$ cat config.mk
export PLATFORM = sky130hd
export DESIGN_NAME = graphic_frame_sequencer
export DESIGN_NICKNAME = d
export VERILOG_FILES = /design/src/rtl/graphic_frame_sequencer.sv
export SDC_FILE = /design/constraint.sdc
export NUM_CORES = 1
export LEC_CHECK = 0
export ABC_AREA = 1
export BUFFER_PORTS_ARGS = -buffer_cell sky130_fd_sc_hd__buf_2
export CELL_PAD_IN_SITES_DETAIL_PLACEMENT = 1
export CELL_PAD_IN_SITES_GLOBAL_PLACEMENT = 2
export CORE_MARGIN = 3
export CORE_UTILIZATION = 28
export DETAILED_ROUTE_END_ITERATION = 12
export GPL_ROUTABILITY_DRIVEN = 0
export HOLD_SLACK_MARGIN = 0.1
export PLACE_DENSITY = 0.85
export SLEW_MARGIN = 20
export SYNTH_ARGS = -nofsm -noshare
export SYNTH_HDL_FRONTEND = slang
export SYNTH_SLANG_ARGS = --single-unit
$ cat constraint.sdc
create_clock -name hclk -period 2.12 [get_ports hclk]
set_input_delay 0.212 -clock hclk [delete_from_list [all_inputs] [get_ports hclk]]
set_output_delay 0.212 -clock hclk [all_outputs]
set_load 0.01 [all_outputs]
$ cat src/rtl/graphic_frame_sequencer.sv
// graphic_frame_sequencer: frame-rate scheduler and AXI-Stream supervisor for graphic_generator.
// Optional stall watchdog is built in when GFX_SEQ_WATCHDOG_EN is defined.
module graphic_frame_sequencer #(
  parameter int PERIOD_W   = 24,
  parameter int DIM_W      = 12,
  parameter int WDT_CYCLES = 4096
) (
  input  logic                hclk,
  input  logic                hresetn,
  input  logic                ce,
  input  logic                enable,
  input  logic [PERIOD_W-1:0] frame_period,
  input  logic [DIM_W-1:0]    h_active,
  input  logic [DIM_W-1:0]    v_active,
  output logic                gen_start,
  input  logic [15:0]         s_tdata,
  input  logic                s_tvalid,
  input  logic                s_tuser,
  input  logic                s_tlast,
  output logic                s_tready,
  output logic [15:0]         m_tdata,
  output logic                m_tvalid,
  output logic                m_tuser,
  output logic                m_tlast,
  input  logic                m_tready,
  output logic                frame_done,
  output logic [15:0]         frame_count,
  output logic [15:0]         drop_count,
  output logic                err_geom,
  output logic                err_timeout
);

  typedef enum logic [2:0] {
    S_IDLE   = 3'd0,
    S_WAIT   = 3'd1,
    S_START  = 3'd2,
    S_STREAM = 3'd3,
    S_DONE   = 3'd4
  } state_e;

  state_e              state_q, state_d;
  logic [PERIOD_W-1:0] per_q, per_d;
  logic [DIM_W-1:0]    px_q, px_d, ln_q, ln_d;
  logic                first_q, first_d;
  logic                en_q, en_d;
  logic [15:0]         fcnt_q, fcnt_d, drop_q, drop_d;
  logic                err_geom_q, err_geom_d;

  logic [PERIOD_W-1:0] period_m1_s;
  logic [DIM_W-1:0]    h_m1_s, v_m1_s, px_eff_s, ln_eff_s;
  logic                expiry_s, beat_s, rise_s, resync_s, frame_end_s, geom_bad_s, timeout_s;
  logic                busy_s;

  assign period_m1_s = (frame_period == {PERIOD_W{1'b0}}) ? {PERIOD_W{1'b0}}
                                                          : frame_period - PERIOD_W'(1);
  assign h_m1_s      = h_active - DIM_W'(1);
  assign v_m1_s      = v_active - DIM_W'(1);
  assign expiry_s    = ce & enable & (state_q != S_IDLE) & (per_q == {PERIOD_W{1'b0}});
  assign busy_s      = (state_q == S_START) | (state_q == S_STREAM) | (state_q == S_DONE);
  assign beat_s      = ce & (state_q == S_STREAM) & s_tvalid & m_tready;
  assign rise_s      = ce & enable & ~en_q;

  // A stray SOF after the first beat re-anchors the position at pixel 0 of line 0.
  assign resync_s    = ~first_q & s_tuser;
  assign px_eff_s    = resync_s ? {DIM_W{1'b0}} : px_q;
  assign ln_eff_s    = resync_s ? {DIM_W{1'b0}} : ln_q;
  assign frame_end_s = beat_s & s_tlast & (ln_eff_s == v_m1_s);
  assign geom_bad_s  = (first_q & ~s_tuser) | resync_s |
                       (s_tlast ? (px_eff_s != h_m1_s) : (px_eff_s == h_m1_s));

  // Stream gating: transparent only while a frame is being passed through.
  always_comb begin
    m_tdata  = s_tdata;
    m_tvalid = 1'b0;
    m_tuser  = 1'b0;
    m_tlast  = 1'b0;
    s_tready = 1'b0;
    if (state_q == S_STREAM) begin
      m_tvalid = s_tvalid;
      m_tuser  = s_tuser;
      m_tlast  = s_tlast;
      s_tready = m_tready;
    end else begin
      m_tvalid = 1'b0;
      s_tready = 1'b0;
    end
  end

  // Next-state, period counter, line/pixel tracking and status counters.
  always_comb begin
    state_d = state_q;
    per_d   = per_q;
    px_d    = px_q;
    ln_d    = ln_q;
    first_d = first_q;
    en_d    = en_q;
    fcnt_d  = fcnt_q;
    drop_d  = drop_q;
    if (ce) begin
      en_d = enable;
      if ((state_q == S_IDLE) && enable) begin
        per_d = period_m1_s;
      end else if (expiry_s) begin
        per_d = period_m1_s;
      end else if (enable && (state_q != S_IDLE)) begin
        per_d = per_q - PERIOD_W'(1);
      end else begin
        per_d = per_q;
      end
      if (expiry_s && busy_s && (drop_q != 16'hFFFF)) begin
        drop_d = drop_q + 16'd1;
      end else begin
        drop_d = drop_q;
      end
      case (state_q)
        S_IDLE: begin
          if (enable) state_d = S_WAIT;
          else        state_d = S_IDLE;
        end
        S_WAIT: begin
          if (!enable)       state_d = S_IDLE;
          else if (expiry_s) state_d = S_START;
          else               state_d = S_WAIT;
        end
        S_START: begin
          px_d    = {DIM_W{1'b0}};
          ln_d    = {DIM_W{1'b0}};
          first_d = 1'b1;
          state_d = S_STREAM;
        end
        S_STREAM: begin
          if (beat_s) begin
            first_d = 1'b0;
            if (s_tlast) begin
              px_d = {DIM_W{1'b0}};
              ln_d = ln_eff_s + DIM_W'(1);
            end else begin
              px_d = px_eff_s + DIM_W'(1);
              ln_d = ln_eff_s;
            end
          end else begin
            first_d = first_q;
          end
          if (timeout_s)        state_d = enable ? S_WAIT : S_IDLE;
          else if (frame_end_s) state_d = S_DONE;
          else                  state_d = S_STREAM;
        end
        S_DONE: begin
          fcnt_d  = fcnt_q + 16'd1;
          state_d = enable ? S_WAIT : S_IDLE;
        end
        default: state_d = S_IDLE;
      endcase
    end else begin
      state_d = state_q;
    end
    if (beat_s && geom_bad_s) begin
      err_geom_d = 1'b1;
    end else if (rise_s) begin
      err_geom_d = 1'b0;
    end else begin
      err_geom_d = err_geom_q;
    end
  end

  // State and status registers.
  always_ff @(posedge hclk or negedge hresetn) begin
    if (!hresetn) begin
      state_q    <= S_IDLE;
      per_q      <= {PERIOD_W{1'b0}};
      px_q       <= {DIM_W{1'b0}};
      ln_q       <= {DIM_W{1'b0}};
      first_q    <= 1'b0;
      en_q       <= 1'b0;
      fcnt_q     <= 16'd0;
      drop_q     <= 16'd0;
      err_geom_q <= 1'b0;
    end else begin
      state_q    <= state_d;
      per_q      <= per_d;
      px_q       <= px_d;
      ln_q       <= ln_d;
      first_q    <= first_d;
      en_q       <= en_d;
      fcnt_q     <= fcnt_d;
      drop_q     <= drop_d;
      err_geom_q <= err_geom_d;
    end
  end

`ifdef GFX_SEQ_WATCHDOG_EN
  localparam int WDT_W = $clog2(WDT_CYCLES + 1);
  logic [WDT_W-1:0] wdt_q, wdt_d;
  logic             err_to_q, err_to_d;

  assign timeout_s = ce & (state_q == S_STREAM) & ~beat_s & (wdt_q == WDT_W'(WDT_CYCLES - 1));

  // Stall counter over beat-less STREAM cycles and the sticky timeout flag.
  always_comb begin
    wdt_d = wdt_q;
    if (!ce) begin
      wdt_d = wdt_q;
    end else if ((state_q == S_START) || beat_s) begin
      wdt_d = {WDT_W{1'b0}};
    end else if (state_q == S_STREAM) begin
      wdt_d = wdt_q + WDT_W'(1);
    end else begin
      wdt_d = wdt_q;
    end
    if (timeout_s)   err_to_d = 1'b1;
    else if (rise_s) err_to_d = 1'b0;
    else             err_to_d = err_to_q;
  end

  // Watchdog registers.
  always_ff @(posedge hclk or negedge hresetn) begin
    if (!hresetn) begin
      wdt_q    <= {WDT_W{1'b0}};
      err_to_q <= 1'b0;
    end else begin
      wdt_q    <= wdt_d;
      err_to_q <= err_to_d;
    end
  end

  assign err_timeout = err_to_q;
`else
  assign timeout_s   = 1'b0;
  assign err_timeout = 1'b0;
`endif

  assign gen_start   = (state_q == S_START);
  assign frame_done  = (state_q == S_DONE);
  assign frame_count = fcnt_q;
  assign drop_count  = drop_q;
  assign err_geom    = err_geom_q;

endmodule

==> results of run 1 <==
registers in the layout, indices dropped and copies added, names as in the netlist:
name	cells
per_q	24
drop_count	16
frame_count	16
ln_q	12
px_q	12
state_q	3
en_q	1
err_geom	1
first_q	1
worst reg2reg max path, cell delays in order (launching register included):
cell and delay [ps]:
dfrtp_1 390, inv_2 80, ha_2 190, nand2_2 90, nor3_4 190, nand4_1 160, buf_4 170, inv_1 80
nand2_2 90, nor2_4 190, nand3_1 110, xnor2_1 140
what timing repair did:
item                                    in CTS  in global routing
buffers inserted                             4                  4
pin swaps                                    9                 21
hold endpoints to repair                    34                  0
hold buffers                                 1                  0
cloned                                       0                  1
gates resized for setup                      9                 55
endpoints found under the setup margin       5                 31
logic make-up after synthesis:
| logic type | after synthesis | share of synthesized area |
|---|---|---|
| simple gates | 555 | 0.360 |
| buf+inv | 183 | 0.112 |
| compound gates | 112 | 0.0920 |
| flops | 86 | 0.317 |
| xor+xnor | 79 | 0.102 |
| fa+ha+maj | 9 | 0.0166 |
| other cells | 1 | 0.000552 |
through the flow:
stage	hold slack [ps]	cell area, sq um	setup TNS (ps)	setup slack, ps	total power, mW
floorplan	-83.6	6800	0	3.49	2.50
CTS	157	8300	-10.2	-10.2	4.56
global route	178	8510	-139	-48.2	4.82
global placement	239	7920	0	19.0	2.83
finish	176	8510	0	127	4.54
detailed placement	230	7920	-48.6	-41.7	2.86
layout make-up:
type                    instances  area (sq um)  area share
multi-input cells             756          4090       0.480
flip-flops and latches         86          2150       0.253
repair buffers                159           987       0.116
inverters                     152           576      0.0676
well taps                     319           399      0.0469
clock buffers                   9           225      0.0265
clock inverters                 7          81.3     0.00955
repair inverters                1          5.00    0.000588
where the power goes:
part	leakage [nW]	switching (mW)	internal, mW
Clock	0.147	0.723	0.928
Combinational	3.25	0.597	0.397
Sequential	1.01	0.135	1.76
placed cells by master, fill, tap and decap left out, types with 3 or more instances in the layout:
master,instances
a31oi_1,8
nor2_2,16
nand2_2,16
nor3_1,20
ha_1,5
clkbuf_16,9
nand3_2,5
o21ai_0,52
nand4_1,18
buf_4,62
o22ai_1,15
nand2_4,5
inv_6,3
nand3_1,74
a21oi_2,6
nor4_1,8
inv_2,15
o211ai_1,4
dfrtp_1,86
or2_2,4
buf_2,93
xor2_1,57
nor3_2,5
nand2_1,249
clkinv_4,3
inv_1,134
nor2_4,6
a21oi_1,19
nor3_4,3
nor2_1,119
xnor2_1,20
how the worst min path moves through the flow:
stage | slack (ps) | to | cells after the start
floorplan | -80 | drop_count[0] | 0
global placement | 240 | drop_count[7] | 1
detailed placement | 230 | drop_count[7] | 1
CTS | 160 | state_q[1] | 3
global route | 180 | state_q[0] | 3
finish | 180 | state_q[1] | 3
per-layer routing:
layer / vias up / global-route usage / routed length (microns)
li1: 3530 / - / -
met1: 3233 / 0.219 / 10000
met2: 79 / 0.275 / 10000
met3: 13 / 0.0227 / 628
met4: 0 / 0.0361 / 164
met5: - / 0 / 0
==> flow_metrics.tcl, run 1 <==
set metrics [dict create \
    status "completed" \
    cts_root_buffer "clkbuf_16" \
    floorplan.initialDensity 0.287 \
    drt_iter0_markers 286 \
    via_count 6855 \
    cap_violations 0 \
    antenna_cells 0 \
    peakVddDrop_v 0.000376 \
    cp.buffers_inverters 3 \
    path_depth 11 \
    dieArea_sq_um 26200 \
    yosysWarnings 0 \
    track_usage 0.162 \
    yosysSeqAreaShare 0.317 \
    wl_microns 20800 \
    insertion_delay_ps 360 \
    n_fill_cell 3113 \
    route.detailed.drc 0 \
    cp_data_required_time_ps 2370 \
    num_io_pins 128 \
    ant_nets 0 \
    grt_max_degree 38 \
    drive_above_1_share 0.228 \
    slew_headroom 0.640 \
    die_h_microns 162 \
    p_leak_nw 4.40 \
    postSynthAreaPerCell_sq_um 6.63 \
    grt_overflow 0 \
    max_freq_ghz 0.502 \
    numCtsBuffers 9 \
    cts.clk_slew.worst_paths_ps 70 \
    ys.flop_type "dfrtp_1" \
    end_kind "register" \
    first_global_vias 7076 \
    fin_skew_ps 12.5 \
    worstSetupEndpoint "drop_count[5]" \
    ys_ff_latch 86 \
    critPathMaxStageDelay_ps 390 \
    core_sq_um 23700 \
    worst_slew_pin_slew_ps 540 \
    placed_cells 1464 \
    final-max-slew-violation-count 0 \
    cts_buffer_depth 2 \
    synth_edf_count 0 \
    power_density_nw_per_um2 533 \
    layout_min_cycle_time_ps 1990 \
    r2r-start "per_q[1]" \
    grt_pass1_wl_microns 35100 \
    hpwl_microns 16700 \
    r2r_end "drop_count[5]" \
    cp_slowest_cell "dfrtp_1" \
    rows 56 \
    synth_area_leaders "dfrtp_1, nand2_1, inv_1" \
    yosysTopAreaCell "dfrtp_1" \
    crit_start "per_q[1]" \
    reg2reg_depth 11 \
    die_w_microns 162 \
    port-buffer-count 94 \
    synth_top_area_share 0.317 \
    fin_crit_sh 0.940 \
    cp-start-kind "register" \
    cp.arrival_ps 2240 \
    wl_per_cell_microns 14.0 \
    cts_tree "yes" \
    finalSetupViolations 0 \
    cts_sinks 86 \
    htree_levels 3 \
    syn_inst 1025 \
    hold_path_class "primary input to register" \
    path_max_fanout 4 \
    crit_family "simple AND/OR/NAND/NOR gates" \
    crit_chain "inv_2 -> ha_2 -> nand2_2 -> nor3_4 -> nand4_1 -> buf_4 -> inv_1 -> nand2_2 -> nor2_4 -> nand3_1 -> xnor2_1" \
    syn_area_sq_um 6800 \
    area_growth_pct 25.3 \
    yosysMostFrequentCell "nand2_1" \
    postSynth.asyncResetShare 1.00 \
    path_common_cell "nand2_2" \
    finalCoreUtilization 0.360 \
    ys_types 41 \
    viasPerCell 4.60 \
    first_pass_iters 4 \
    min_from "ce" \
    antenna_found_initial 0 \
    fin_cells 1489 \
    synthesis.nets 1106 \
    ys_top_cells_by_count "nand2_1, inv_1, nor2_1" \
    num-nets-final 1246 \
    hold_viol 0 \
    critical_path_class "register to register" \
    rrSetupSlack_ps 130 \
    rsz0062_at_grt "true" \
]
Note: power is estimated with default switching activity, not from simulation.
==> inputs of run 2 (changes only) <==
CORE_UTILIZATION = 33   (was 28)
PLACE_DENSITY = 0.94   (was 0.85)
SETUP_SLACK_MARGIN = 0.2   (was not set)
clock period = 2.55 ns   (was 2.12 ns; I/O delays follow)
==> run 2 against run 1 <==
Against the previous run:
- clock skew decreased by 4.4 ps
- largest cell class unchanged
- global-route usage up 2.2 points
- core utilization rose by 4.1 points
- via count fell by 0.42%
- critical path type unchanged
- non-clock buffer count is 45 lower
- register-to-register slack improved by 240 ps
- count of clock-buffer cells in the layout is 2 higher
- first-iteration DRC count is 7.7% lower
- combinational power shrank 26%
- sequential power shrank 17%
- cell count decreased by 6.8%
- total power is 19% lower
==> flow_metrics.tcl, run 2 (same netlist as run 1, synthesis figures left out) <==
set metrics [dict create \
    power_mw 3.67 \
    dieArea_sq_um 22400 \
    hold_viol 0 \
    die_h_microns 150 \
    floorplan.initialDensity 0.342 \
    htree_levels 3 \
    track_usage 0.184 \
    fin_skew_ps 8.12 \
    layout_common_cells "nand2_1, inv_1, nor2_1" \
    final-max-slew-violation-count 0 \
    antenna_found_initial 0 \
    end_kind "register" \
    reg2reg_depth 10 \
    n_fill_cell 2646 \
    layout_min_cycle_time_ps 2180 \
    path_max_fanout 5 \
    rsz0062_at_grt "true" \
    via_count 6826 \
    path_depth 10 \
    status "completed" \
    wl_per_cell_microns 14.4 \
    stdcell_area_sq_um 7960 \
    rrSetupSlack_ps 370 \
    die_w_microns 150 \
    crit_family "simple AND/OR/NAND/NOR gates" \
    cp_slowest_cell "dfrtp_1" \
    route.detailed.drc 0 \
    slew_headroom 0.638 \
    hold_depth 2 \
    cts_sinks 86 \
    finalCoreUtilization 0.401 \
    drive_above_1_share 0.160 \
    hold_path_class "primary input to register" \
    placed_area_sq_um 7530 \
    cts_root_buffer "clkbuf_16" \
    largest_reg_flops 24 \
    peakVddDrop_v 0.000366 \
    cp_data_required_time_ps 2780 \
    placed_cells 1367 \
    drt_iter0_markers 264 \
    cap_violations 0 \
    fin_crit_sh 0.856 \
    ant_nets 0 \
    fin_cells 1388 \
    cts_buffer_depth 2 \
    max_freq_ghz 0.458 \
    antenna_cells 0 \
    first_pass_iters 4 \
    numCtsBuffers 9 \
    cp.buffers_inverters 2 \
    grt_overflow 0 \
    cts_tree "yes" \
    finalSetupViolations 0 \
    worst_slew_pin_slew_ps 539 \
    p_leak_nw 4.16 \
    cp-start-kind "register" \
    viasPerCell 4.92 \
    hpwl_microns 16000 \
    num_io_pins 128 \
    critical_path_class "register to register" \
    num-nets-final 1200 \
    port-buffer-count 94 \
    insertion_delay_ps 350 \
    power_density_nw_per_um2 462 \
    cts.clk_slew.worst_paths_ps 70 \
    wl_microns 20000 \
    first_global_vias 7000 \
    area_growth_pct 17.1 \
    cp.arrival_ps 2410 \
    core_sq_um 19800 \
    grt_max_degree 49 \
    crit_chain "inv_1 -> ha_2 -> nand2_2 -> nor3_4 -> nand4_1 -> inv_2 -> nand2_1 -> nor2_4 -> nand3_1 -> xor2_1" \
    grt_pass1_wl_microns 33800 \
    regMostFlops "per_q" \
    fin_tns_setup_ps 0 \
    critPathMaxStageDelay_ps 370 \
    layout_commonest_cell "nand2_1" \
    rows 51 \
]
==> run 2: per-stage QoR <==
step	setup WS [ps]	hold WS, ps
after floorplan	385	-40.6
after global placement	241	274
after detailed placement	106	275
after CTS	223	199
after global routing	151	220
final	366	208
==> run 2: final timing paths <==
| path | from | to |
|---|---|---|
| max | per_q[0] | drop_count[9] |
| min | ce | state_q[2] |
| max reg2reg | per_q[0] | drop_count[9] |
| min reg2reg | en_q | en_q |
| max in group asynchronous | hresetn | px_q[0] |
| min in group asynchronous | hresetn | drop_count[14] |
==> run 2: metal layers <==
| metal | up-vias | track usage | share of wire |
|---|---|---|---|
| met5 | - | 0 | 0 |
| met4 | 0 | 0.0362 | 0.011 |
| met3 | 16 | 0.0327 | 0.041 |
| met1 | 3277 | 0.242 | 0.46 |
| met2 | 104 | 0.319 | 0.48 |
| li1 | 3429 | - | - |
==> run 2: where the power goes <==
group          internal [mW]  switching (mW)
Clock                  0.789           0.571
Combinational          0.271           0.469
Sequential              1.46           0.114
==> run 2: area by class of cell <==
type                    instances  area, sq um  share of cell area
clock inverters                 4         56.3             0.00708
clock buffers                  11          243              0.0305
repair buffers                114          642              0.0807
multi-input cells             756         3960               0.498
well taps                     265          332              0.0417
inverters                     152          573              0.0720
flip-flops and latches         86         2150               0.270
==> run 2: worst reg2reg max path: stages (launching register included) <==
cell and delay (ps):
dfrtp_1 370, inv_1 120, ha_2 230, nand2_2 130
nor3_4 230, nand4_1 240, inv_2 140, nand2_1 150
nor2_4 180, nand3_1 110, xor2_1 160
==> run 2: timing repair <==
action | in CTS | in global routing
buffers inserted | 1 | 4
pin swaps | 2 | 3
resized for setup | 4 | 17
hold buffers | 1 | 0
hold endpoints to repair | 38 | 0
endpoints found under the setup margin | 5 | 44
